$ cat src/rtl/gcd_scheduler_if.sv
// Requester and core-side signal bundle for gcd_scheduler.
//   slave  : scheduler view (requests, operands, core completion in;
//            ack/done/result/err/busy and core control out)
//   master : environment view (requesters plus GCD core), directions mirrored
interface gcd_scheduler_if #(
  parameter int unsigned N_REQ = 4,
  parameter int unsigned WIDTH = 16
);
  logic [N_REQ-1:0]       req_i;
  logic [N_REQ*WIDTH-1:0] a_i;
  logic [N_REQ*WIDTH-1:0] b_i;
  logic [N_REQ-1:0]       ack_o;
  logic [N_REQ-1:0]       done_o;
  logic [WIDTH-1:0]       result_o;
  logic                   err_o;
  logic                   busy_o;
  logic                   core_start_o;
  logic [WIDTH-1:0]       core_a_o;
  logic [WIDTH-1:0]       core_b_o;
  logic                   core_abort_o;
  logic                   core_done_i;
  logic [WIDTH-1:0]       core_result_i;

  modport slave (
    input  req_i, a_i, b_i, core_done_i, core_result_i,
    output ack_o, done_o, result_o, err_o, busy_o,
           core_start_o, core_a_o, core_b_o, core_abort_o
  );

  modport master (
    output req_i, a_i, b_i, core_done_i, core_result_i,
    input  ack_o, done_o, result_o, err_o, busy_o,
           core_start_o, core_a_o, core_b_o, core_abort_o
  );
endinterface

$ cat src/rtl/gcd_scheduler.sv
// Round-robin scheduler sharing one GCD core between N_REQ requesters.
// Zero operands are answered directly; otherwise the core is started and
// watched with a timeout, aborting it if it never completes.
//   clk, rst_ni : clock, asynchronous active-low reset
//   bus (slave) : req_i/a_i/b_i in, ack_o/done_o/result_o/err_o/busy_o out,
//                 core_start_o/core_a_o/core_b_o/core_abort_o to the core,
//                 core_done_i/core_result_i from the core
module gcd_scheduler #(
  parameter int unsigned N_REQ   = 4,
  parameter int unsigned WIDTH   = 16,
  parameter int unsigned TIMEOUT = 1023
) (
  input  logic           clk,
  input  logic           rst_ni,
  gcd_scheduler_if.slave bus
);

  localparam int unsigned IDX_W = (N_REQ > 1) ? $clog2(N_REQ) : 1;
  localparam int unsigned CAND_W = IDX_W + 1;
  localparam int unsigned CNT_W = $clog2(TIMEOUT + 1);

  typedef enum logic [1:0] {IDLE, CHECK, WAIT, RESP} state_e;

  state_e             state_q, state_d;
  logic [IDX_W-1:0]   rr_q, rr_d;
  logic [IDX_W-1:0]   gnt_q, gnt_d;
  logic [CNT_W-1:0]   cnt_q, cnt_d;
  logic [WIDTH-1:0]   op_a_q, op_a_d;
  logic [WIDTH-1:0]   op_b_q, op_b_d;
  logic [WIDTH-1:0]   res_q, res_d;
  logic               err_q, err_d;

  logic [N_REQ-1:0]   ack_d, done_d;
  logic [WIDTH-1:0]   result_d;
  logic               err_out_d, busy_d, start_d, abort_d;

  logic               pick_valid;
  logic [IDX_W-1:0]   pick_idx;
  logic [CAND_W-1:0]  cand;

  // First active request at or above the rr pointer, wrapping at N_REQ
  always_comb begin
    pick_valid = 1'b0;
    pick_idx   = '0;
    cand       = '0;
    for (int unsigned i = 0; i < N_REQ; i++) begin
      cand = {1'b0, rr_q} + CAND_W'(i);
      if (cand >= CAND_W'(N_REQ)) cand = cand - CAND_W'(N_REQ);
      if (!pick_valid && bus.req_i[cand[IDX_W-1:0]]) begin
        pick_valid = 1'b1;
        pick_idx   = cand[IDX_W-1:0];
      end
    end
  end

  // Next-state and next-output logic
  always_comb begin
    state_d   = state_q;
    rr_d      = rr_q;
    gnt_d     = gnt_q;
    cnt_d     = cnt_q;
    op_a_d    = op_a_q;
    op_b_d    = op_b_q;
    res_d     = res_q;
    err_d     = err_q;
    ack_d     = '0;
    done_d    = '0;
    result_d  = '0;
    err_out_d = 1'b0;
    start_d   = 1'b0;
    abort_d   = 1'b0;

    unique case (state_q)
      IDLE: begin
        if (pick_valid) begin
          gnt_d   = pick_idx;
          op_a_d  = bus.a_i[pick_idx*WIDTH +: WIDTH];
          op_b_d  = bus.b_i[pick_idx*WIDTH +: WIDTH];
          ack_d   = N_REQ'(1) << pick_idx;
          state_d = CHECK;
        end
      end
      CHECK: begin
        // gcd(x,0) = x and gcd(0,0) = 0, so A|B covers every zero case
        if (op_a_q == '0 || op_b_q == '0) begin
          res_d   = op_a_q | op_b_q;
          err_d   = 1'b0;
          state_d = RESP;
        end else begin
          start_d = 1'b1;
          cnt_d   = '0;
          state_d = WAIT;
        end
      end
      WAIT: begin
        cnt_d = cnt_q + CNT_W'(1);
        // Completion takes priority over a timeout in the same cycle
        if (bus.core_done_i) begin
          res_d   = bus.core_result_i;
          err_d   = 1'b0;
          state_d = RESP;
        end else if (cnt_q == CNT_W'(TIMEOUT - 1)) begin
          abort_d = 1'b1;
          res_d   = '0;
          err_d   = 1'b1;
          state_d = RESP;
        end
      end
      RESP: begin
        done_d    = N_REQ'(1) << gnt_q;
        result_d  = res_q;
        err_out_d = err_q;
        rr_d      = (gnt_q == IDX_W'(N_REQ - 1)) ? '0 : gnt_q + IDX_W'(1);
        state_d   = IDLE;
      end
      default: state_d = IDLE;
    endcase

    busy_d = (state_d != IDLE);
  end

  // State and output registers
  always_ff @(posedge clk or negedge rst_ni) begin
    if (!rst_ni) begin
      state_q          <= IDLE;
      rr_q             <= '0;
      gnt_q            <= '0;
      cnt_q            <= '0;
      op_a_q           <= '0;
      op_b_q           <= '0;
      res_q            <= '0;
      err_q            <= 1'b0;
      bus.ack_o        <= '0;
      bus.done_o       <= '0;
      bus.result_o     <= '0;
      bus.err_o        <= 1'b0;
      bus.busy_o       <= 1'b0;
      bus.core_start_o <= 1'b0;
      bus.core_abort_o <= 1'b0;
    end else begin
      state_q          <= state_d;
      rr_q             <= rr_d;
      gnt_q            <= gnt_d;
      cnt_q            <= cnt_d;
      op_a_q           <= op_a_d;
      op_b_q           <= op_b_d;
      res_q            <= res_d;
      err_q            <= err_d;
      bus.ack_o        <= ack_d;
      bus.done_o       <= done_d;
      bus.result_o     <= result_d;
      bus.err_o        <= err_out_d;
      bus.busy_o       <= busy_d;
      bus.core_start_o <= start_d;
      bus.core_abort_o <= abort_d;
    end
  end

  assign bus.core_a_o = op_a_q;
  assign bus.core_b_o = op_b_q;

endmodule
$ cat src/flat_wrapper.sv
// flat-port wrapper written by rule: the top's interface ports become plain ports
module gcd_scheduler_flat 
#(
  parameter int unsigned N_REQ   = 4,
  parameter int unsigned WIDTH   = 16,
  parameter int unsigned TIMEOUT = 1023
)
  (clk, rst_ni, bus_req_i, bus_a_i, bus_b_i, bus_core_done_i, bus_core_result_i, bus_ack_o, bus_done_o, bus_result_o, bus_err_o, bus_busy_o, bus_core_start_o, bus_core_a_o, bus_core_b_o, bus_core_abort_o);
  gcd_scheduler_if #(.N_REQ(N_REQ), .WIDTH(WIDTH)) bus_i ();
  input  logic clk;
  input  logic rst_ni;
  input wire logic [$bits(bus_i.req_i)-1:0] bus_req_i;
  input wire logic [$bits(bus_i.a_i)-1:0] bus_a_i;
  input wire logic [$bits(bus_i.b_i)-1:0] bus_b_i;
  input wire logic [$bits(bus_i.core_done_i)-1:0] bus_core_done_i;
  input wire logic [$bits(bus_i.core_result_i)-1:0] bus_core_result_i;
  output wire logic [$bits(bus_i.ack_o)-1:0] bus_ack_o;
  output wire logic [$bits(bus_i.done_o)-1:0] bus_done_o;
  output wire logic [$bits(bus_i.result_o)-1:0] bus_result_o;
  output wire logic [$bits(bus_i.err_o)-1:0] bus_err_o;
  output wire logic [$bits(bus_i.busy_o)-1:0] bus_busy_o;
  output wire logic [$bits(bus_i.core_start_o)-1:0] bus_core_start_o;
  output wire logic [$bits(bus_i.core_a_o)-1:0] bus_core_a_o;
  output wire logic [$bits(bus_i.core_b_o)-1:0] bus_core_b_o;
  output wire logic [$bits(bus_i.core_abort_o)-1:0] bus_core_abort_o;
  assign bus_i.req_i = bus_req_i;
  assign bus_i.a_i = bus_a_i;
  assign bus_i.b_i = bus_b_i;
  assign bus_i.core_done_i = bus_core_done_i;
  assign bus_i.core_result_i = bus_core_result_i;
  assign bus_ack_o = bus_i.ack_o;
  assign bus_done_o = bus_i.done_o;
  assign bus_result_o = bus_i.result_o;
  assign bus_err_o = bus_i.err_o;
  assign bus_busy_o = bus_i.busy_o;
  assign bus_core_start_o = bus_i.core_start_o;
  assign bus_core_a_o = bus_i.core_a_o;
  assign bus_core_b_o = bus_i.core_b_o;
  assign bus_core_abort_o = bus_i.core_abort_o;
  gcd_scheduler #(.N_REQ(N_REQ), .WIDTH(WIDTH), .TIMEOUT(TIMEOUT)) u_core (.clk(clk), .rst_ni(rst_ni), .bus(bus_i));
endmodule
$ cat config.mk
export PLATFORM = sky130hd
export DESIGN_NAME = gcd_scheduler_flat
export DESIGN_NICKNAME = d
export VERILOG_FILES = /design/src/rtl/gcd_scheduler_if.sv /design/src/rtl/gcd_scheduler.sv /design/src/flat_wrapper.sv
export SDC_FILE = /design/constraint.sdc
export NUM_CORES = 1
export LEC_CHECK = 0
export BUFFER_PORTS_ARGS = -buffer_cell sky130_fd_sc_hd__buf_2
export CORE_MARGIN = 1.5
export CORE_UTILIZATION = 44
export DETAILED_ROUTE_END_ITERATION = 12
export HOLD_SLACK_MARGIN = 0.15
export PLACE_DENSITY_LB_ADDON = 0.08
export SYNTH_ARGS = -nofsm -noshare
export SYNTH_HDL_FRONTEND = slang
export SYNTH_SLANG_ARGS = --single-unit
$ cat constraint.sdc
create_clock -name clk -period 1.8 [get_ports clk]
set_input_delay 0.27 -clock clk [delete_from_list [all_inputs] [get_ports clk]]
set_output_delay 0.27 -clock clk [all_outputs]
set_load 0.02 [all_outputs]
# --- Word-level counts from Yosys, hierarchy flattened ---
# Index checks and enable logic that the tools add are counted.
totals:
  wordCells: 106
  ff_bits: 93
  output_inout_bits: 60
  latchBits: 0
  ramBits: 0
  inputBits: 151
  memories: 0
  romBits: 0
classes:
  multipliers: 0
  div_mod_pow: 0
  addsub: 9
  bitwise: 1
  n_lt_le_gt_ge: 8
  mux: 46
  shift: 4
  eq_ne: 8
  n_reduce_logical: 15
op_table:
  columns: ["cell", "n"]
  rows:
  - ["$shiftx 64x7->16", 2]
  - ["$mux 16", 4]
  - ["$logic_not 16->1", 2]
  - ["$pmux 16 s2", 1]
  - ["$mux 2", 12]
  - ["$pmux 10 s2", 1]
  - ["$mux 1", 18]
  - ["$or 16x16->16", 1]
  - ["$lt 2x3->1 const B", 4]
  - ["$mux 4", 3]
  - ["$add 10x1->10 const B", 1]
  - ["$eq 10x10->1 const B", 1]
  - ["$mux 10", 1]
  - ["$ge 3x3->1 const B", 3]
  - ["$bmux 1 s2", 4]
  - ["$pmux 2 s4", 1]
  - ["$shl 1x2->4 const A", 2]
  - ["$sub 2x1->2 const B", 4]
  - ["$add 2x2->3 const B", 2]
  - ["$eq 2x2->1 const B", 3]
  - ["$reduce_and 2->1", 2]
  - ["$reduce_bool 2->1", 2]
  - ["$add 2x1->3 const B", 1]
  - ["$ge 2x3->1 const B", 1]
  - ["other kinds (11)", 15]

# --- Longest topological paths before layout ---
# Gate-level depths: netlist of run 1.
depth:
  word_depth: 17
  mapped_depth: 8
  ltp_nobuf: 7

# --- Worst setup path after synthesis of run 1 ---
# Ideal clock, no wire load.
synth_path:
  path_kind: "register -> register"
  from: "reg u_core.op_a_q[10] (netlist: u_core.bus.core_a_o[10])"
  to: "reg u_core.res_q[10]"
  required_ps: 1675
  setup_slack_ps: -339
  path_stages_with_launch: 8
  n_path_buf: 1
  t_arrival_ps: 2014
  setup_ps: 125
  period_less_slack_ps: 2139
  cell_sequence: "dfrtp_1 > nor4_1 > nand4_1 > nand3_2 > inv_2 > a211oi_4 > buf_8 > mux2_2"
synth_via:
  elab_chain_cells: 4
  word_cells_on_any_way: 7
  cone_classes: "eq/ne: 1; mux: 2; bitwise: 1; reduce/logical: 3"
synth_lines:
  columns: ["element", "line", "source"]
  rows:
  - ["start, declared", "gcd_scheduler.sv:28", "logic [WIDTH-1:0] op_a_q, op_a_d;"]
  - ["start signal, assigned", "gcd_scheduler.sv:145", "op_a_q <= op_a_d;"]
  - ["$logic_not 16->1", "gcd_scheduler.sv:85", "if (op_a_q == '0 || op_b_q == '0) begin"]
  - ["$logic_or 1x1->1", "gcd_scheduler.sv:85", null]
  - ["$ne 2x1->1 (no line)", null, null]
  - ["$reduce_and 3->1 (no line)", null, null]
  - ["end signal, assigned", "gcd_scheduler.sv:147", "res_q <= res_d;"]
  - ["end, declared", "gcd_scheduler.sv:30", "logic [WIDTH-1:0] res_q, res_d;"]
# Several ways; a longest one is shown, not always the timed one. The select of a mux whose other input is x is not followed.
# A chain may end at the register's enable or synchronous reset.

# --- Worst setup path in the final report of run 1 ---
layout_path:
  from: "reg u_core.op_b_q[7] (netlist: u_core.bus.core_b_o[7])"
  to: "reg u_core.res_q[3]"
layout_via:
  elab_chain_cells: 4
layout_lines:
  columns: ["element", "line", "source"]
  rows:
  - ["start, declared", "gcd_scheduler.sv:29", "logic [WIDTH-1:0] op_b_q, op_b_d;"]
  - ["start signal, assigned", "gcd_scheduler.sv:146", "op_b_q <= op_b_d;"]
  - ["$logic_not 16->1", "gcd_scheduler.sv:85", null]
  - ["$logic_or 1x1->1", "gcd_scheduler.sv:85", null]
  - ["$ne 2x1->1 (no line)", null, null]
  - ["$reduce_and 3->1 (no line)", null, null]
# Every way passes these cells.

==> report_table.html, run 1 <==
<table>
<tr><th>Metric</th><th>Value</th></tr>
<tr><th colspan="2">Place</th></tr>
<tr><td>Last weighted congestion value of the routability-driven placer</td><td>0.875</td></tr>
<tr><td>Area of placed instances</td><td>6890 µm²</td></tr>
<tr><td>Sum of net half-perimeters after detailed placement</td><td>13100 µm</td></tr>
<tr><td>Total of buffers placed on input and output ports</td><td>210</td></tr>
<tr><th colspan="2">Final layout</th></tr>
<tr><td>Number of inserted filler cells in the final layout</td><td>721</td></tr>
<tr><td>Antenna diodes</td><td>0</td></tr>
<tr><td>Final design utilization</td><td>74.5%</td></tr>
<tr><td>Register cell area after layout</td><td>2350 µm²</td></tr>
<tr><td>Final design instance area without fill</td><td>8180 µm²</td></tr>
<tr><td>Area overhead of the layout relative to synthesis</td><td>62.6%</td></tr>
<tr><td>Fraction of layout cells with a size suffix above 1</td><td>57.7%</td></tr>
<tr><td>Area of combinational cells with multiple inputs</td><td>3340 µm²</td></tr>
<tr><td>Commonest non-fill, non-tap cell in the layout</td><td>sky130_fd_sc_hd__buf_2</td></tr>
<tr><td>Nets</td><td>945</td></tr>
<tr><td>Most used cells in the layout excluding fill and tap cells</td><td>209 x sky130_fd_sc_hd__buf_2, 78 x sky130_fd_sc_hd__buf_4, 75 x sky130_fd_sc_hd__dfrtp_1</td></tr>
<tr><th colspan="2">Clocking</th></tr>
<tr><td>Post-CTS clock slew at the launch and capture registers of the worst setup and hold paths</td><td>0.07 ns</td></tr>
<tr><td>Clock insertion delay at the later pin of the skew report</td><td>0.35 ns</td></tr>
<tr><td>CTS Buf Count</td><td>9</td></tr>
<tr><td>Master cell of the clock root buffer</td><td>sky130_fd_sc_hd__clkbuf_16</td></tr>
<tr><td>Total number of H-tree levels</td><td>3</td></tr>
<tr><td>Deepest clock path buffer count</td><td>2</td></tr>
<tr><td>CTS tree</td><td>built</td></tr>
<tr><td>Number of clock sinks</td><td>93</td></tr>
<tr><th colspan="2">Yosys</th></tr>
<tr><td>Number of distinct library cell variants in the gate-level netlist after synthesis</td><td>49</td></tr>
<tr><td>Share of synthesized area occupied by flip-flops and latches</td><td>46.2%</td></tr>
<tr><td>Leading area contributor after synthesis</td><td>sky130_fd_sc_hd__dfrtp_1</td></tr>
<tr><td>Synth top area share</td><td>46.2%</td></tr>
<tr><td>Cell Area, Synth</td><td>5030 µm²</td></tr>
<tr><td>Number of cells produced by synthesis</td><td>501</td></tr>
<tr><td>Leading post-synthesis cells by cell area</td><td>sky130_fd_sc_hd__dfrtp_1 46%, sky130_fd_sc_hd__and2_1 7.0%, sky130_fd_sc_hd__mux2i_1 6.6%</td></tr>
<tr><td>Mean Syn Cell Area</td><td>10.0 µm²</td></tr>
<tr><td>YS warnings</td><td>0</td></tr>
<tr><td>Number of synthesized register bits</td><td>93</td></tr>
<tr><td>Synthesized Nets</td><td>662</td></tr>
<tr><th colspan="2">GRT</th></tr>
<tr><td>Number of global-route vias before repair</td><td>5068</td></tr>
<tr><td>Initial antenna violation count</td><td>0</td></tr>
<tr><td>Pin count of the biggest net entering global routing</td><td>41</td></tr>
<tr><td>Global Route Usage Sum</td><td>28.4%</td></tr>
<tr><td>First-pass GRT wire length</td><td>25600 µm</td></tr>
<tr><td>Global-route congestion overflow total</td><td>0</td></tr>
<tr><th colspan="2">Pwr</th></tr>
<tr><td>Cell leakage power</td><td>3.80 nW</td></tr>
<tr><td>Maximum vdd drop</td><td>0.912 mV</td></tr>
<tr><td>Pwr/cell area</td><td>1740 nW/µm²</td></tr>
<tr><th colspan="2">Floorplanning</th></tr>
<tr><td>Die outline width</td><td>110 µm</td></tr>
<tr><td>Die H</td><td>110 µm</td></tr>
<tr><td>Initial core utilization</td><td>45.8%</td></tr>
<tr><td>Core area</td><td>11000 µm²</td></tr>
<tr><td>Die Outline Area</td><td>12100 µm²</td></tr>
<tr><td># IOs</td><td>211</td></tr>
<tr><td># rows</td><td>38</td></tr>
<tr><th colspan="2">Critical path</th></tr>
<tr><td>Critical Setup Path Class</td><td>flip-flop to flip-flop</td></tr>
<tr><td>Arrival time of the worst setup path</td><td>2.31 ns</td></tr>
<tr><td>Required time of the worst setup path</td><td>2.04 ns</td></tr>
<tr><td>Setup crit end kind</td><td>flip-flop</td></tr>
<tr><td>Crit path max fanout</td><td>8</td></tr>
<tr><td>Crit start category</td><td>flip-flop</td></tr>
<tr><th colspan="2">Routing</th></tr>
<tr><td>Via-to-Cell Ratio</td><td>5.65</td></tr>
<tr><td>Post-DR wirelength/cell</td><td>20.7 µm</td></tr>
<tr><td>Total wirelength of the detailed-routed design</td><td>19200 µm</td></tr>
<tr><td>Detailed-route DRC error count</td><td>0</td></tr>
<tr><td>Post-detailed-route count of antenna-violating nets</td><td>0</td></tr>
<tr><td>First-pass detailed-route iteration total</td><td>4</td></tr>
<tr><td>Drt initial violations</td><td>309</td></tr>
<tr><td>Vias</td><td>5246</td></tr>
<tr><th colspan="2">Run status</th></tr>
<tr><td>Outcome</td><td>finished, violations left</td></tr>
<tr><td>Failing checks</td><td>negative setup slack</td></tr>
<tr><th colspan="2">Timing</th></tr>
<tr><td>Final setup slack of the worst path</td><td>-0.269 ns</td></tr>
<tr><td>Worst clock skew</td><td>0.00816 ns</td></tr>
<tr><td>Final number of hold-violating endpoints</td><td>0</td></tr>
<tr><td>Tcrit/Tclk final</td><td>115%</td></tr>
<tr><td>Final setup fails</td><td>42</td></tr>
<tr><td>Min Clock Period, post-route</td><td>2.07 ns</td></tr>
<tr><td>Setup repair after global routing missed its margin</td><td>true</td></tr>
<tr><td>Transition at the pin with the smallest max-transition slack</td><td>0.553 ns</td></tr>
<tr><td>Final-report max-slew violation count</td><td>0</td></tr>
<tr><td>Normalized max-slew margin</td><td>63.1%</td></tr>
<tr><td>Peak clock frequency supported by timing</td><td>483 MHz</td></tr>
<tr><td>Post-route worst hold slack</td><td>0.267 ns</td></tr>
<tr><th colspan="2">Run</th></tr>
<tr><td>Number of maximum-capacitance violations</td><td>0</td></tr>
<tr><th colspan="2">Min path</th></tr>
<tr><td>Worst hold path class</td><td>primary input to flip-flop</td></tr>
</table>
==> area by class of cell <==
type	instances	share of cell area, %
clock buffers	9	2.75
clock inverters	7	0.948
inverters	9	0.413
multi-input cells	363	40.8
flip-flops and latches	93	28.7
well taps	140	2.14
repair buffers	308	24.3
==> worst paths after layout <==
path	slack [ns]	end	start	depth (start not counted)
setup / recovery	-0.27	u_core.res_q[3]	u_core.bus.core_b_o[7]	7
hold / removal	0.27	u_core.res_q[10]	bus_core_result_i[10]	4
setup reg to reg	-0.27	u_core.res_q[3]	u_core.bus.core_b_o[7]	7
hold reg to reg	0.50	u_core.bus.result_o[5]	u_core.res_q[5]	1
max in group asynchronous	0.77	u_core.bus.core_b_o[5]	rst_ni	3
min in group asynchronous	0.42	u_core.rr_q[0]	rst_ni	2
==> cell usage after synthesis (all sizes together) <==
library cell and instances:
a2111o 1, a211o 1, a211oi 33, a21o 1, a21oi 4, a221o 4
a221oi 32, a311oi 1, a31oi 2, and2 57, and3 6, and4 4
buf 9, clkbuf 26, dfrtp 93, dlygate4sd1 1, ha 10, inv 9
mux2 18, mux2i 33, nand2 29, nand2b 3, nand3 7, nand4 5
nand4b 2, nor2 57, nor2b 1, nor3 5, nor4 8, o211ai 2
o21a 2, o21ai 25, o221ai 1, o31a 1, o41a 1, o41ai 1
or2 3, or3 2, or4 1
==> power breakdown <==
part	total [mW]	internal (mW)	switching, mW
Combinational	8.59	3.91	4.68
Sequential	3.69	3.03	0.668
Clock	1.93	0.986	0.942
Total	14.2	7.92	6.29
==> logic make-up after synthesis <==
kind of cell / synth area share, %
fa+ha+maj: 2.49
compound gates: 16.7
flops: 46.2
buf+inv: 4.38
simple gates: 19.6
mux: 10.6
==> layer usage <==
metal | track usage (%) | vias to the layer above | wire [µm]
met4 | 10.8 | 0 | 612
li1 | - | 2403 | -
met5 | 0 | - | 0
met3 | 5.69 | 50 | 1280
met2 | 47.4 | 257 | 9710
met1 | 36.3 | 2536 | 7610
==> through the flow <==
| step | setup slack (ns) | instances | setup TNS, ns | total power [mW] |
|---|---|---|---|---|
| finish | -0.269 | 929 | -4.60 | 14.2 |
| global route | -0.362 | 929 | -8.64 | 14.9 |
| detailed placement | -0.325 | 894 | -5.09 | 10.5 |
| floorplan | -0.228 | 501 | -2.88 | 7.54 |
| CTS | -0.236 | 916 | -3.58 | 12.8 |
| global placement | -0.238 | 894 | -3.65 | 10.3 |
==> critical path: stages (launching register included) <==
cell                       delay [ns]
sky130_fd_sc_hd__dfrtp_1         0.43
sky130_fd_sc_hd__nor4_4          0.33
sky130_fd_sc_hd__nand4_1         0.22
sky130_fd_sc_hd__nand3_2         0.14
sky130_fd_sc_hd__inv_2           0.06
sky130_fd_sc_hd__a211oi_4        0.25
sky130_fd_sc_hd__buf_6           0.20
sky130_fd_sc_hd__mux2_4          0.32
==> timing repair <==
item | CTS | global route
hold buffers | 1 | 0
pin swaps | 1 | 37
resized for setup | 22 | 108
setup buffers | 4 | 10
gates cloned | 1 | 5
hold endpoints to repair | 30 | 0
endpoints found under the setup margin | 30 | 59
==> state kept, by name, summed over array words and instances, names as in the netlist <==
name,count
u_core.bus.core_a_o,16
u_core.bus.core_b_o,16
u_core.bus.result_o,16
u_core.res_q,16
u_core.cnt_q,10
u_core.bus.ack_o,4
u_core.bus.done_o,4
u_core.gnt_q,2
u_core.rr_q,2
u_core.state_q,2
u_core.bus.busy_o,1
u_core.bus.core_abort_o,1
u_core.bus.core_start_o,1
u_core.bus.err_o,1
u_core.err_q,1
Power figures use the tool's default switching activity.
==> run 2, diff against run 1 <==
Settings changed: CORE_MARGIN 1.5 to 2.
==> run 2 against run 1 <==
  * The run still ends with negative setup slack left
  * Utilization shrank 0.30 points
  * Critical path type unchanged
  * Critical path depth unchanged
  * Worst hold slack about the same
  * Cell count increased by 1.2%
  * Global-route usage decreased by 0.20 points
  * Sequential power decreased by 2%
  * Critical endpoint is now u_core.res_q[8]
  * Non-clock buffer count increased by 8
  * Sequential cell count unchanged
  * Register-to-register slack improved by 0.04 ns
  * Clock skew decreased by 0.0024 ns
==> report_table.html, run 2 (synthesis results as in run 1) <==
<table>
<tr><th>Metric</th><th>Value</th></tr>
<tr><th colspan="2">Timing</th></tr>
<tr><td>Final setup slack of the worst path</td><td>-0.233 ns (was -0.269 ns)</td></tr>
<tr><td>Transition at the pin with the smallest max-transition slack</td><td>0.567 ns (was 0.553 ns)</td></tr>
<tr><td>Tcrit/Tclk final</td><td>113% (was 115%)</td></tr>
<tr><td>Normalized max-slew margin</td><td>62.2% (was 63.1%)</td></tr>
<tr><td>Peak clock frequency supported by timing</td><td>492 MHz (was 483 MHz)</td></tr>
<tr><td>Final setup fails</td><td>24 (was 42)</td></tr>
<tr><td>Final-report max-slew violation count</td><td>0 (unchanged)</td></tr>
<tr><td>Post-route worst hold slack</td><td>0.266 ns (was 0.267 ns)</td></tr>
<tr><td>Final number of hold-violating endpoints</td><td>0 (unchanged)</td></tr>
<tr><td>Setup repair after global routing missed its margin</td><td>true (unchanged)</td></tr>
<tr><td>Min Clock Period, post-route</td><td>2.03 ns (was 2.07 ns)</td></tr>
<tr><td>Worst clock skew</td><td>0.00576 ns (was 0.00816 ns)</td></tr>
<tr><th colspan="2">Floorplanning</th></tr>
<tr><td>Core area</td><td>11300 µm² (was 11000 µm²)</td></tr>
<tr><td>Die Outline Area</td><td>12300 µm² (was 12100 µm²)</td></tr>
<tr><td>Die H</td><td>111 µm (was 110 µm)</td></tr>
<tr><td># IOs</td><td>211 (unchanged)</td></tr>
<tr><td># rows</td><td>39 (was 38)</td></tr>
<tr><td>Die outline width</td><td>111 µm (was 110 µm)</td></tr>
<tr><td>Initial core utilization</td><td>44.6% (was 45.8%)</td></tr>
<tr><th colspan="2">GRT</th></tr>
<tr><td>Global-route congestion overflow total</td><td>0 (unchanged)</td></tr>
<tr><td>Pin count of the biggest net entering global routing</td><td>47 (was 41)</td></tr>
<tr><td>First-pass GRT wire length</td><td>27200 µm (was 25600 µm)</td></tr>
<tr><td>Number of global-route vias before repair</td><td>5248 (was 5068)</td></tr>
<tr><td>Initial antenna violation count</td><td>0 (unchanged)</td></tr>
<tr><td>Global Route Usage Sum</td><td>28.2% (was 28.4%)</td></tr>
<tr><th colspan="2">Routing</th></tr>
<tr><td>Via-to-Cell Ratio</td><td>5.57 (was 5.65)</td></tr>
<tr><td>Total wirelength of the detailed-routed design</td><td>18500 µm (was 19200 µm)</td></tr>
<tr><td>Vias</td><td>5236 (was 5246)</td></tr>
<tr><td>Post-detailed-route count of antenna-violating nets</td><td>0 (unchanged)</td></tr>
<tr><td>Detailed-route DRC error count</td><td>0 (unchanged)</td></tr>
<tr><td>First-pass detailed-route iteration total</td><td>4 (unchanged)</td></tr>
<tr><td>Post-DR wirelength/cell</td><td>19.7 µm (was 20.7 µm)</td></tr>
<tr><td>Drt initial violations</td><td>369 (was 309)</td></tr>
<tr><th colspan="2">Final layout</th></tr>
<tr><td>Nets</td><td>953 (was 945)</td></tr>
<tr><td>Number of cells in the finished layout apart from fillers</td><td>940 (was 929)</td></tr>
<tr><td>Most used cells in the layout excluding fill and tap cells</td><td>209 x sky130_fd_sc_hd__buf_2, 78 x sky130_fd_sc_hd__buf_4, 75 x sky130_fd_sc_hd__dfrtp_1 (unchanged)</td></tr>
<tr><td>Commonest non-fill, non-tap cell in the layout</td><td>sky130_fd_sc_hd__buf_2 (unchanged)</td></tr>
<tr><td>Fraction of layout cells with a size suffix above 1</td><td>58.2% (was 57.7%)</td></tr>
<tr><td>Final design instance area without fill</td><td>8370 µm² (was 8180 µm²)</td></tr>
<tr><td>Area overhead of the layout relative to synthesis</td><td>66.2% (was 62.6%)</td></tr>
<tr><td>Antenna diodes</td><td>0 (unchanged)</td></tr>
<tr><th colspan="2">Critical path</th></tr>
<tr><td>CP max-delay cell</td><td>sky130_fd_sc_hd__dfrtp_2 (was sky130_fd_sc_hd__dfrtp_1)</td></tr>
<tr><td>Critical Setup Path Class</td><td>flip-flop to flip-flop (unchanged)</td></tr>
<tr><td>Slack of the worst reg-to-reg path</td><td>-0.23 ns (was -0.27 ns)</td></tr>
<tr><td>Setup crit end kind</td><td>flip-flop (unchanged)</td></tr>
<tr><td>Reg-to-reg endpoint</td><td>u_core.res_q[8] (was u_core.res_q[3])</td></tr>
<tr><td>Crit path max fanout</td><td>8 (unchanged)</td></tr>
<tr><td>Largest incremental delay on the critical path</td><td>0.42 ns (was 0.43 ns)</td></tr>
<tr><td>Crit start category</td><td>flip-flop (unchanged)</td></tr>
<tr><td>Arrival time of the worst setup path</td><td>2.27 ns (was 2.31 ns)</td></tr>
<tr><td>CP cell instances</td><td>nor4_4, nand4_1, nand3_2, inv_2, a211oi_4, buf_6, mux2_4 (unchanged)</td></tr>
<tr><td>Worst-case reg-to-reg path depth</td><td>7 (unchanged)</td></tr>
<tr><td>Worst flop-to-flop path startpoint</td><td>u_core.bus.core_b_o[1] (was u_core.bus.core_b_o[7])</td></tr>
<tr><td>Required time of the worst setup path</td><td>2.04 ns (about the same)</td></tr>
<tr><th colspan="2">Pwr</th></tr>
<tr><td>Cell leakage power</td><td>3.88 nW (was 3.80 nW)</td></tr>
<tr><td>Pwr/cell area</td><td>1730 nW/µm² (was 1740 nW/µm²)</td></tr>
<tr><td>Maximum vdd drop</td><td>0.847 mV (was 0.912 mV)</td></tr>
<tr><td>Power Total</td><td>14.4 mW (was 14.2 mW)</td></tr>
<tr><th colspan="2">Run status</th></tr>
<tr><td>Outcome</td><td>finished, violations left (unchanged)</td></tr>
<tr><td>Failing checks</td><td>negative setup slack (unchanged)</td></tr>
<tr><th colspan="2">Clocking</th></tr>
<tr><td>Deepest clock path buffer count</td><td>2 (unchanged)</td></tr>
<tr><td>Clock insertion delay at the later pin of the skew report</td><td>0.35 ns (about the same)</td></tr>
<tr><td>Total number of H-tree levels</td><td>3 (unchanged)</td></tr>
<tr><td>Master cell of the clock root buffer</td><td>sky130_fd_sc_hd__clkbuf_16 (unchanged)</td></tr>
<tr><td>Post-CTS clock slew at the launch and capture registers of the worst setup and hold paths</td><td>0.07 ns (about the same)</td></tr>
<tr><td>CTS tree</td><td>built (unchanged)</td></tr>
<tr><td>CTS Buf Count</td><td>9 (unchanged)</td></tr>
<tr><td>Number of clock sinks</td><td>93 (unchanged)</td></tr>
<tr><th colspan="2">Min path</th></tr>
<tr><td>Worst hold path class</td><td>primary input to flip-flop (unchanged)</td></tr>
<tr><td>Hold depth</td><td>3 (was 4)</td></tr>
<tr><td>Startpoint of the tightest hold check path</td><td>bus_b_i[33] (was bus_core_result_i[10])</td></tr>
<tr><td>Hold Path End</td><td>u_core.bus.core_b_o[1] (was u_core.res_q[10])</td></tr>
<tr><th colspan="2">Place</th></tr>
<tr><td>Sum of net half-perimeters after detailed placement</td><td>12800 µm (was 13100 µm)</td></tr>
<tr><td>Last weighted congestion value of the routability-driven placer</td><td>0.873 (was 0.875)</td></tr>
<tr><td>Number of cells in the design after placement</td><td>897 (was 894)</td></tr>
<tr><td>Area of placed instances</td><td>6900 µm² (was 6890 µm²)</td></tr>
<tr><td>Total of buffers placed on input and output ports</td><td>210 (unchanged)</td></tr>
<tr><th colspan="2">Run</th></tr>
<tr><td>Number of maximum-capacitance violations</td><td>0 (unchanged)</td></tr>
</table>
## run 2: cell types whose count changed in the layout (fill, tap and decap cells not counted), sizes merged
cell    delta
bufbuf     +1
inv        +1
clkinv     -1
buf        +7
## run 2: repair_timing
action	4_1_cts	5_1_grt
hold buffers	1	0
gates cloned	4	5
setup endpoints to repair	37	59
setup buffers	10	11
pin swaps	9	49
resized for setup	58	84
hold endpoints to repair	31	0
## run 2: layout make-up
| class | count | area [µm²] |
|---|---|---|
| multi-input combinational | 363 | 3370 |
| fill | 739 | 2910 |
| sequential | 93 | 2350 |
| timing repair buffer | 316 | 2140 |
| clock buffer | 9 | 225 |
| tap | 143 | 179 |
| clock inverter | 7 | 66.3 |
| inverter | 9 | 33.8 |
## run 2: layer usage
layer	GRT usage [%]	wire, µm
met1	35.8	7460
met2	48.3	9330
met3	5.25	1150
met4	10.4	596
met5	0	0
## run 2: worst max-delay path by stage
stage | from | endpoint | slack [ns] | cells past startpoint
final | u_core.bus.core_b_o[1] | u_core.res_q[8] | -0.23 | 7
after global routing | u_core.bus.core_b_o[7] | u_core.res_q[14] | -0.30 | 7
after CTS | u_core.bus.core_b_o[1] | u_core.res_q[10] | -0.22 | 8
after detailed placement | u_core.bus.core_b_o[1] | u_core.res_q[3] | -0.31 | 7
after global placement | u_core.bus.core_b_o[1] | u_core.res_q[4] | -0.23 | 7
after floorplan | u_core.bus.core_b_o[14] | u_core.res_q[10] | -0.23 | 7
## run 2: per-stage QoR
step	utilization [%]	TNS (ns)	setup slack, ns
after floorplan	-	-2.88	-0.228
after global placement	61.2	-3.75	-0.227
after detailed placement	61.2	-5.34	-0.311
after CTS	68.6	-3.41	-0.219
after global routing	74.2	-6.74	-0.304
final	74.2	-3.74	-0.233
## run 2: power breakdown
group	switching, mW	internal (mW)	total (mW)
Clock	0.894	0.978	1.87
Sequential	0.591	3.03	3.62
Combinational	4.78	4.19	8.96
Total	6.26	8.19	14.4
## run 2: critical path, delay by kind of cell (launching register included)
family	cells	cell delay, ns
multiplexers	1	0.32
AO/OA/AOI/OAI	1	0.25
buffers and inverters	2	0.27
AND/OR/NAND/NOR	3	0.66
flip-flops	1	0.42
==> run 3, diff against run 2 <==
==> constraint.sdc (replaced) <==
create_clock -name clk -period 1.8 [get_ports clk]
set_input_delay 0.09 -clock clk [delete_from_list [all_inputs] [get_ports clk]]
set_output_delay 0.09 -clock clk [all_outputs]
set_load 0.02 [all_outputs]
==> run 3 against run 2 <==
  * The flow still finishes with violations (negative setup slack)
  * Design area grew 6.4%
  * Die area stayed put
  * Count of clock-buffer cells in the layout stayed put
  * Clock skew grew 0.0036 ns
  * Wire length grew 14%
  * Sequential share of layout area shrank 1.7 points
  * Utilization is 4.7 points higher
  * Sequential power barely moved
  * Register-to-register slack lost 0.02 ns
  * Combinational power is 2.5% lower
==> report_table.html, run 3 (synthesis results as in run 1) <==
<table>
<tr><th>Metric</th><th>Value</th></tr>
<tr><th colspan="2">Run status</th></tr>
<tr><td>Outcome</td><td>finished, violations left (unchanged)</td></tr>
<tr><td>Failing checks</td><td>negative setup slack (unchanged)</td></tr>
<tr><th colspan="2">Clocking</th></tr>
<tr><td>Number of clock sinks</td><td>93 (unchanged)</td></tr>
<tr><td>Post-CTS clock slew at the launch and capture registers of the worst setup and hold paths</td><td>0.07 ns (about the same)</td></tr>
<tr><td>Master cell of the clock root buffer</td><td>sky130_fd_sc_hd__clkbuf_16 (unchanged)</td></tr>
<tr><td>Deepest clock path buffer count</td><td>2 (unchanged)</td></tr>
<tr><td>Clock insertion delay at the later pin of the skew report</td><td>0.35 ns (about the same)</td></tr>
<tr><td>Total number of H-tree levels</td><td>3 (unchanged)</td></tr>
<tr><td>CTS Buf Count</td><td>9 (unchanged)</td></tr>
<tr><td>CTS tree</td><td>built (unchanged)</td></tr>
<tr><th colspan="2">GRT</th></tr>
<tr><td>First-pass GRT wire length</td><td>30000 µm (was 27200 µm)</td></tr>
<tr><td>Global Route Usage Sum</td><td>31.0% (was 28.2%)</td></tr>
<tr><td>Pin count of the biggest net entering global routing</td><td>47 (unchanged)</td></tr>
<tr><td>Initial antenna violation count</td><td>3 (was 0)</td></tr>
<tr><td>Global-route congestion overflow total</td><td>0 (unchanged)</td></tr>
<tr><td>Number of global-route vias before repair</td><td>5844 (was 5248)</td></tr>
<tr><th colspan="2">Critical path</th></tr>
<tr><td>Crit path max fanout</td><td>16 (was 8)</td></tr>
<tr><td>Setup crit end kind</td><td>flip-flop (unchanged)</td></tr>
<tr><td>Critical Setup Path Class</td><td>flip-flop to flip-flop (unchanged)</td></tr>
<tr><td>Crit start category</td><td>flip-flop (unchanged)</td></tr>
<tr><td>Required time of the worst setup path</td><td>2.04 ns (about the same)</td></tr>
<tr><td>Arrival time of the worst setup path</td><td>2.29 ns (was 2.27 ns)</td></tr>
<tr><th colspan="2">Final layout</th></tr>
<tr><td>Commonest non-fill, non-tap cell in the layout</td><td>sky130_fd_sc_hd__buf_2 (unchanged)</td></tr>
<tr><td>Nets</td><td>1018 (was 953)</td></tr>
<tr><td>Number of inserted filler cells in the final layout</td><td>669 (was 739)</td></tr>
<tr><td>Final design instance area without fill</td><td>8900 µm² (was 8370 µm²)</td></tr>
<tr><td>Most used cells in the layout excluding fill and tap cells</td><td>209 x sky130_fd_sc_hd__buf_2, 79 x sky130_fd_sc_hd__dlygate4sd3_1, 75 x sky130_fd_sc_hd__dfrtp_1 (was 209 x sky130_fd_sc_hd__buf_2, 78 x sky130_fd_sc_hd__buf_4, 75 x sky130_fd_sc_hd__dfrtp_1)</td></tr>
<tr><td>Area overhead of the layout relative to synthesis</td><td>76.8% (was 66.2%)</td></tr>
<tr><td>Number of cells in the finished layout apart from fillers</td><td>1008 (was 940)</td></tr>
<tr><td>Fraction of layout cells with a size suffix above 1</td><td>52.1% (was 58.2%)</td></tr>
<tr><th colspan="2">Place</th></tr>
<tr><td>Area of placed instances</td><td>6860 µm² (was 6900 µm²)</td></tr>
<tr><td>Last weighted congestion value of the routability-driven placer</td><td>0.865 (was 0.873)</td></tr>
<tr><td>Total of buffers placed on input and output ports</td><td>210 (unchanged)</td></tr>
<tr><td>Sum of net half-perimeters after detailed placement</td><td>13000 µm (was 12800 µm)</td></tr>
<tr><td>Number of cells in the design after placement</td><td>894 (was 897)</td></tr>
<tr><th colspan="2">Floorplanning</th></tr>
<tr><td>Initial core utilization</td><td>44.6% (unchanged)</td></tr>
<tr><td>Die outline width</td><td>111 µm (unchanged)</td></tr>
<tr><td># rows</td><td>39 (unchanged)</td></tr>
<tr><td>Core area</td><td>11300 µm² (unchanged)</td></tr>
<tr><td># IOs</td><td>211 (unchanged)</td></tr>
<tr><td>Die Outline Area</td><td>12300 µm² (unchanged)</td></tr>
<tr><td>Die H</td><td>111 µm (unchanged)</td></tr>
<tr><th colspan="2">Pwr</th></tr>
<tr><td>Pwr/cell area</td><td>1610 nW/µm² (was 1730 nW/µm²)</td></tr>
<tr><td>Power Total</td><td>14.4 mW (about the same)</td></tr>
<tr><td>Maximum vdd drop</td><td>0.937 mV (was 0.847 mV)</td></tr>
<tr><td>Cell leakage power</td><td>4.07 nW (was 3.88 nW)</td></tr>
<tr><th colspan="2">Timing</th></tr>
<tr><td>Transition at the pin with the smallest max-transition slack</td><td>0.569 ns (was 0.567 ns)</td></tr>
<tr><td>Peak clock frequency supported by timing</td><td>486 MHz (was 492 MHz)</td></tr>
<tr><td>Final number of hold-violating endpoints</td><td>0 (unchanged)</td></tr>
<tr><td>Normalized max-slew margin</td><td>62.1% (was 62.2%)</td></tr>
<tr><td>Setup repair after global routing missed its margin</td><td>true (unchanged)</td></tr>
<tr><td>Final setup slack of the worst path</td><td>-0.256 ns (was -0.233 ns)</td></tr>
<tr><td>Final-report max-slew violation count</td><td>0 (unchanged)</td></tr>
<tr><td>Post-route worst hold slack</td><td>0.136 ns (was 0.266 ns)</td></tr>
<tr><td>Min Clock Period, post-route</td><td>2.06 ns (was 2.03 ns)</td></tr>
<tr><td>Accumulated negative setup slack</td><td>-3.78 ns (was -3.74 ns)</td></tr>
<tr><td>Tcrit/Tclk final</td><td>114% (was 113%)</td></tr>
<tr><td>Final setup fails</td><td>22 (was 24)</td></tr>
<tr><td>Worst clock skew</td><td>0.00933 ns (was 0.00576 ns)</td></tr>
<tr><th colspan="2">Routing</th></tr>
<tr><td>Drt initial violations</td><td>497 (was 369)</td></tr>
<tr><td>Total wirelength of the detailed-routed design</td><td>21100 µm (was 18500 µm)</td></tr>
<tr><td>Via-to-Cell Ratio</td><td>5.70 (was 5.57)</td></tr>
<tr><td>Detailed-route DRC error count</td><td>0 (unchanged)</td></tr>
<tr><td>Post-detailed-route count of antenna-violating nets</td><td>0 (unchanged)</td></tr>
<tr><td>First-pass detailed-route iteration total</td><td>5 (was 4)</td></tr>
<tr><td>Post-DR wirelength/cell</td><td>20.9 µm (was 19.7 µm)</td></tr>
<tr><td>Vias</td><td>5749 (was 5236)</td></tr>
<tr><th colspan="2">Run</th></tr>
<tr><td>Number of maximum-capacitance violations</td><td>0 (unchanged)</td></tr>
<tr><th colspan="2">Min path</th></tr>
<tr><td>Worst hold path class</td><td>primary input to flip-flop (unchanged)</td></tr>
</table>
-- run 3: worst max-delay path: stages (launching register included) --
cell	delay, ns
sky130_fd_sc_hd__dfrtp_2	0.44
sky130_fd_sc_hd__nor4_4	0.36
sky130_fd_sc_hd__nand4_1	0.21
sky130_fd_sc_hd__nand3_2	0.13
sky130_fd_sc_hd__inv_2	0.05
sky130_fd_sc_hd__a211oi_4	0.19
sky130_fd_sc_hd__buf_12	0.20
sky130_fd_sc_hd__mux2_2	0.35
-- run 3: repair_timing --
item | in CTS | in global routing
gates cloned | 2 | 3
pin swaps | 4 | 21
hold buffers | 73 | 6
setup endpoints to repair | 42 | 58
resized for setup | 41 | 74
buffers inserted | 3 | 10
endpoints found under the hold margin | 135 | 4
-- run 3: final cells by class --
type                            count  area, µm²  share of cell area, %
Clock inverter                      7       88.8                  0.998
Inverter                            9       33.8                  0.380
Tap cell                          143        179                   2.01
Clock buffer                        9        225                   2.53
Antenna cell                        3       7.51                 0.0844
Sequential cell                    93       2350                   26.4
Timing Repair Buffer              381       2740                   30.8
Multi-Input combinational cell    363       3270                   36.8
-- run 3: routing by layer --
metal	global-route usage [%]	wire length [µm]	up-vias
met5	0	0	-
met4	15.3	1140	0
met3	6.12	1330	98
met2	53.0	10500	309
met1	37.3	8050	2797
li1	-	-	2545
-- run 3: stage by stage --
step | util [%] | setup WS, ns
finish | 78.9 | -0.256
CTS | 72.8 | -0.194
global route | 78.9 | -0.381
detailed placement | 60.9 | -0.278
floorplan | - | -0.228
global placement | 60.9 | -0.209
-- run 3: final timing paths --
path / slack, ns / cells after the start / end / from
worst min-delay path: 0.14 / 3 / u_core.bus.core_a_o[5] / bus_a_i[5]
min in group asynchronous: 0.26 / 2 / u_core.bus.core_a_o[3] / rst_ni
worst max register to register: -0.26 / 7 / u_core.res_q[1] / u_core.bus.core_b_o[1]
worst min register to register: 0.50 / 1 / u_core.bus.result_o[4] / u_core.res_q[4]
max in group asynchronous: 0.95 / 3 / u_core.bus.core_a_o[13] / rst_ni
worst max-delay path: -0.26 / 7 / u_core.res_q[1] / u_core.bus.core_b_o[1]
-- run 3: power breakdown --
group          internal (mW)  total (mW)  switching [mW]
Clock                   1.12        2.01           0.897
Combinational           3.96        8.74            4.78
Sequential              3.02        3.60           0.576
Total                   8.10        14.4            6.25
